$ cat src/rtl/z80_mmu_intc.sv
// Z80 system controller: a paged memory mapper that drives the upper physical address lines,
// plus a masked, prioritised IM 2 interrupt controller for up to seven edge-triggered sources.
module z80_mmu_intc #(
  parameter int          PAGE_BITS    = 2,
  parameter int          PHYS_BITS    = 6,
  parameter int          IRQ_CHANNELS = 4,
  parameter logic [7:0]  MAP_BASE     = 8'hF0,
  parameter logic [7:0]  IRQ_BASE     = 8'hD0,
  parameter int          RAM_PAGE     = 32
) (
  input  logic                    clk,
  input  logic                    n_res,
  input  logic [15:0]             a,
  input  logic [7:0]              d_in,
  output logic [7:0]              d_out,
  output logic                    d_oe,
  input  logic                    n_mreq,
  input  logic                    n_iorq,
  input  logic                    n_rd,
  input  logic                    n_wr,
  input  logic                    n_m1,
  input  logic [IRQ_CHANNELS-1:0] irq_in,
  output logic [PHYS_BITS-1:0]    ext_a,
  output logic                    n_ramcs,
  output logic                    n_romcs,
  output logic                    n_int
);

  localparam int NBANK = 2 ** PAGE_BITS;

  logic [PHYS_BITS-1:0]    bank [NBANK];
  logic [IRQ_CHANNELS-1:0] pending, mask, irq_hist;
  logic [IRQ_CHANNELS-1:0] irq_rise, active, w1c_clr, ack_clr;
  logic [3:0]              vbase;
  logic [2:0]              chan_q, prio, chan_out;
  logic                    wr_prev, ack_prev, n_int_q;
  logic                    wr_cond, wr_commit, ack, ack_start, ack_end;
  logic                    map_cs, irq_cs;
  logic                    unused_bits;

  assign unused_bits = ^{a[15-PAGE_BITS:8], d_in};

  assign map_cs    = (a[7:PAGE_BITS] == MAP_BASE[7:PAGE_BITS]);
  assign irq_cs    = (a[7:2] == IRQ_BASE[7:2]);
  assign wr_cond   = ~n_iorq & ~n_wr & n_m1;
  assign wr_commit = wr_cond & ~wr_prev;
  assign ack       = ~n_iorq & ~n_m1;
  assign ack_start = ack & ~ack_prev;
  assign ack_end   = ~ack & ack_prev;

  assign active   = pending & mask;
  assign irq_rise = irq_in & ~irq_hist;
  assign w1c_clr  = (wr_commit && irq_cs && a[1:0] == 2'd0) ? d_in[IRQ_CHANNELS-1:0] : '0;

  // Lowest-index enabled pending channel wins; 7 means nothing to service.
  always_comb begin
    prio = 3'd7;
    for (int i = IRQ_CHANNELS - 1; i >= 0; i--) begin
      if (active[i]) prio = 3'(i);
    end
  end

  always_comb begin
    ack_clr = '0;
    for (int i = 0; i < IRQ_CHANNELS; i++) begin
      ack_clr[i] = ack_end && (chan_q == 3'(i));
    end
  end

  // Bank registers; reset lays bank 0 over ROM and the rest over consecutive RAM pages.
  always_ff @(posedge clk or negedge n_res) begin
    if (!n_res) begin
      for (int i = 0; i < NBANK; i++) begin
        if (i == 0) bank[i] <= '0;
        else        bank[i] <= PHYS_BITS'(RAM_PAGE + i - 1);
      end
    end else if (wr_commit && map_cs) begin
      bank[a[PAGE_BITS-1:0]] <= d_in[PHYS_BITS-1:0];
    end
  end

  // Write and acknowledge strobes are edge-detected so wait states cannot repeat them.
  always_ff @(posedge clk or negedge n_res) begin
    if (!n_res) begin
      wr_prev  <= 1'b0;
      ack_prev <= 1'b0;
      irq_hist <= '0;
      pending  <= '0;
      mask     <= '0;
      vbase    <= '0;
      chan_q   <= 3'd7;
      n_int_q  <= 1'b1;
    end else begin
      wr_prev  <= wr_cond;
      ack_prev <= ack;
      irq_hist <= irq_in;
      pending  <= (pending & ~w1c_clr & ~ack_clr) | irq_rise;
      n_int_q  <= ~|active;
      if (ack_start) chan_q <= prio;
      if (wr_commit && irq_cs && a[1:0] == 2'd1) mask  <= d_in[IRQ_CHANNELS-1:0];
      if (wr_commit && irq_cs && a[1:0] == 2'd2) vbase <= d_in[7:4];
    end
  end

  // Before the latch edge the vector follows live priority; afterwards it is frozen.
  assign chan_out = ack_prev ? chan_q : prio;

  always_comb begin
    d_out = 8'h00;
    if (ack) begin
      d_out = {vbase, chan_out, 1'b0};
    end else if (map_cs) begin
      d_out = 8'(bank[a[PAGE_BITS-1:0]]);
    end else if (irq_cs) begin
      case (a[1:0])
        2'd0:    d_out = 8'(pending);
        2'd1:    d_out = 8'(mask);
        2'd2:    d_out = {vbase, 4'h0};
        default: d_out = {n_int_q, 3'b000, 1'b0, chan_q};
      endcase
    end
  end

  assign d_oe    = n_res & ((~n_iorq & ~n_rd & (map_cs | irq_cs)) | ack);
  assign ext_a   = bank[a[15:16-PAGE_BITS]];
  assign n_ramcs = n_mreq | ~ext_a[PHYS_BITS-1];
  assign n_romcs = n_mreq | ext_a[PHYS_BITS-1];
  assign n_int   = n_int_q;

endmodule

$ cat config.mk
export PLATFORM = sky130hd
export DESIGN_NAME = z80_mmu_intc
export DESIGN_NICKNAME = d
export VERILOG_FILES = /design/src/rtl/z80_mmu_intc.sv
export SDC_FILE = /design/constraint.sdc
export NUM_CORES = 1
export LEC_CHECK = 0
export CAP_MARGIN = 20
export CORE_MARGIN = 5
export CORE_UTILIZATION = 25
export CTS_CLUSTER_SIZE = 20
export DETAILED_ROUTE_END_ITERATION = 6
export PLACE_DENSITY = 0.49
export SKIP_CTS_REPAIR_TIMING = 1
export SYNTH_ARGS = -nofsm -noshare
export SYNTH_HDL_FRONTEND = slang
export SYNTH_SLANG_ARGS = --single-unit
$ cat constraint.sdc
create_clock -name clk -period 6.2 [get_ports clk]
set_input_delay 1.24 -clock clk [delete_from_list [all_inputs] [get_ports clk]]
set_output_delay 1.24 -clock clk [all_outputs]
set_load 0.05 [all_outputs]
==> flow_summary_export.csv <==
group,metric,value,unit
status,status,"completed",
power_and_ir_drop,leakage,1.31,nW
timing,setup_slack,1.05,ns
clock_tree,cts.sink_count,46,
floorplanning,start_util,25.3,%
finish,fin_cells,367,
worst_setup_path,cp.arrival,3.91,ns
global_route,antenna_found_initial,0,
finish,ff_latch_area,1160,um^2
finish,multiInputGateArea,1200,um^2
clock_tree,cts_tree,"built",
logic_synthesis,yosysUniqueCellTypes,38,
clock_tree,numCtsBuffers,5,
finish,fillers,973,
timing,period_share,83.0,%
floorplanning,core,9590,um^2
logic_synthesis,syn_avg_cell_area,12.9,um^2
global_route,grt-ovfl-total,0,
placed_design,dp_worst_setup_slack,1.04,ns
floorplanning,ioPinCount,53,
worst_setup_path,end_kind,"primary output",
timing,fin_skew,0.00928,ns
timing,tightestPinTransition,0.777,ns
placed_design,post-dp-hpwl,4610,um
detailed_routing,ant_nets,0,
floorplanning,die_w,108,um
logic_synthesis,yosys_register_bits,46,
global_route,grt_pass1_vias,1814,
worst_setup_path,r2r-end,"mask[2]",
finish,area_growth,29.2,%
timing,drv_slew,0,
clock_tree,htreeDepth,2,
logic_synthesis,ys_warn_count,0,
power_and_ir_drop,p_clk_share,36.8,%
finish,drive_gt1_share,32.9,%
floorplanning,num_rows,36,
timing,finalHoldViolations,0,
clock_tree,clk_pin_slew_worst_paths,0.08,ns
detailed_routing,dr_total_vias,1677,
placed_design,io_buffers,46,
timing,hold_slack,0.436,ns
power_and_ir_drop,p_int,0.464,mW
worst_setup_path,worstSetupStartpointType,"primary input",
worst_setup_path,endpoint,"d_out[1]",
detailed_routing,drt_iter0_markers,57,
power_and_ir_drop,p_seq_share,50.4,%
floorplanning,die_area,11800,um^2
finish,n_antenna_cell,0,
placed_design,gp_congestion,0.772,
timing,slew_headroom,48.0,%
clock_tree,root_buffer,"clkbuf_8",
timing,max_freq,194,MHz
power_and_ir_drop,switching_share,24.8,%
detailed_routing,dr.pass1.iters,4,
timing,rsz0062_at_grt,"false",
logic_synthesis,syn-num-nets,223,
logic_synthesis,syn_area,2420,um^2
global_route,grt_pass1_wl,9870,um
placed_design,dp.cells,359,
detailed_routing,routedWlPerCell,17.1,um
worst_setup_path,critical_path_required,4.96,ns
clock_tree,clockBufferDepth,2,
timing,finalCriticalPeriod,5.15,ns
finish,fin_nets,268,
job,drv_cap,0,
power_and_ir_drop,p_switching,0.153,mW
logic_synthesis,syn-instance-count,188,
min_path,hp-class,"flip-flop to flip-flop",
power_and_ir_drop,peakVddDrop,83.6,uV
detailed_routing,drcViolationCount,0,
logic_synthesis,ys_seq_area_share,48.0,%
clock_tree,clk_latency,0.30,ns
timing,setup-tns-final,0,ns
global_route,grt_max_degree,47,
floorplanning,die_h,108,um
power_and_ir_drop,power_density,197,nW/um^2
worst_setup_path,reg2reg_depth,4,
worst_setup_path,setup.worst_path.start,"a[1]",
power_and_ir_drop,p_comb_share,12.8,%
global_route,grtUsageTotal,11.1,%
worst_setup_path,worstReg2RegStart,"wr_prev",
worst_setup_path,crit_fanout,16,
worst_setup_path,r2r_slack,4.07,ns
detailed_routing,vias_per_cell,4.57,
timing,setup_viol,0,
detailed_routing,routed_wl,6290,um
worst_setup_path,worstSetupPathType,"primary input to primary output",
-- power groups by stage --
stage	combinational (mW)	sequential [mW]	clock (mW)
after floorplan	0.0392	0.317	0
after global placement	0.0799	0.317	0
after detailed placement	0.0798	0.317	0
after CTS	0.0802	0.311	0.239
after global routing	0.0860	0.312	0.251
final	0.0789	0.311	0.228
-- layer usage --
layer / up-vias / wire [um] / global-route usage, %
met5: - / 0 / 0
met3: 7 / 201 / 2.27
met4: 0 / 81 / 3.52
met2: 32 / 3090 / 18.2
li1: 788 / - / -
met1: 850 / 2920 / 14.8
-- state kept, by name, indices dropped and copies added, names as in the netlist, 3 cells and up --
name      count
mask          4
chan_q        3
vbase         4
irq_hist      4
bank         24
pending       4
-- final cells by class --
cell class              count  area share [%]
clock buffers               5            2.20
clock inverters             3            1.40
inverters                   8           0.959
multi-input cells         125            38.2
flip-flops and latches     46            37.1
well taps                 133            5.32
repair buffers             47            14.8
-- Yosys cell counts, drive strengths merged --
cell	count	share of area, %
o32ai	1	0.36
o21ai	6	1.2
or2	3	0.77
a22oi	3	0.93
mux4	12	11
o31ai	2	0.62
or3	2	0.52
nand3b	1	0.31
dfstp	9	9.8
mux2i	3	1.2
nor3	3	1.1
inv	8	1.2
or4	1	0.31
or3b	1	0.46
nand2	12	1.9
and3b	1	0.36
a21o	1	0.31
buf	2	0.36
nor2	8	1.5
nor3b	1	0.31
clkbuf	7	1.1
dfrtp	37	38
a221oi	2	0.72
and2	2	0.52
nand3	3	0.62
mux2	38	18
nand2b	1	0.26
o22ai	6	1.5
a32o	3	1.2
and3	5	1.3
nor2b	2	0.52
a22o	1	0.36
nor4b	1	0.62
-- how the worst min path moves through the flow --
stage,startpoint,end,cells past startpoint
finish,irq_hist[2],pending[2],1
floorplan,irq_hist[0],pending[0],1
detailed placement,irq_hist[0],pending[0],1
global route,irq_hist[2],pending[2],1
global placement,irq_hist[3],pending[3],1
CTS,irq_hist[2],pending[2],1
-- cell families (layout without fill, tap and decap cells) --
family          Yosys count  in the layout  synth area share [%]
buf+inv                  17             63                  2.68
mux                      53             53                  30.7
simple gates             47             47                  11.4
compound gates           25             25                  7.33
flops                    46             46                  48.0
-- worst max-delay path, cell delays in order --
cell and delay (ns):
clkdlybuf4s50_1 0.97, mux2_2 0.42, a22oi_1 0.13, o21ai_0 0.14, a22o_1 0.30, clkdlybuf4s50_1 0.70
-- placed cells by master (no fill, tap or decap), drive strengths merged, types with 3 or more instances in the layout --
cell type / count
nor3: 3
or2: 3
a32o: 3
dfstp: 9
nand3: 3
clkdlybuf4s50: 45
nand2: 12
mux4: 12
clkbuf: 5
and3: 5
mux2: 38
mux2i: 3
o22ai: 6
dfrtp: 37
inv: 9
a22oi: 3
o21ai: 6
nor2: 8
-- metrics by stage --
step | area [um^2] | total power, mW | util [%]
floorplan | 2420 | 0.356 | -
global placement | 3020 | 0.397 | 31.5
detailed placement | 3020 | 0.397 | 31.5
CTS | 3130 | 0.630 | 32.6
global route | 3130 | 0.649 | 32.6
finish | 3130 | 0.618 | 32.6
No activity file was read; power rests on OpenSTA's default activity.
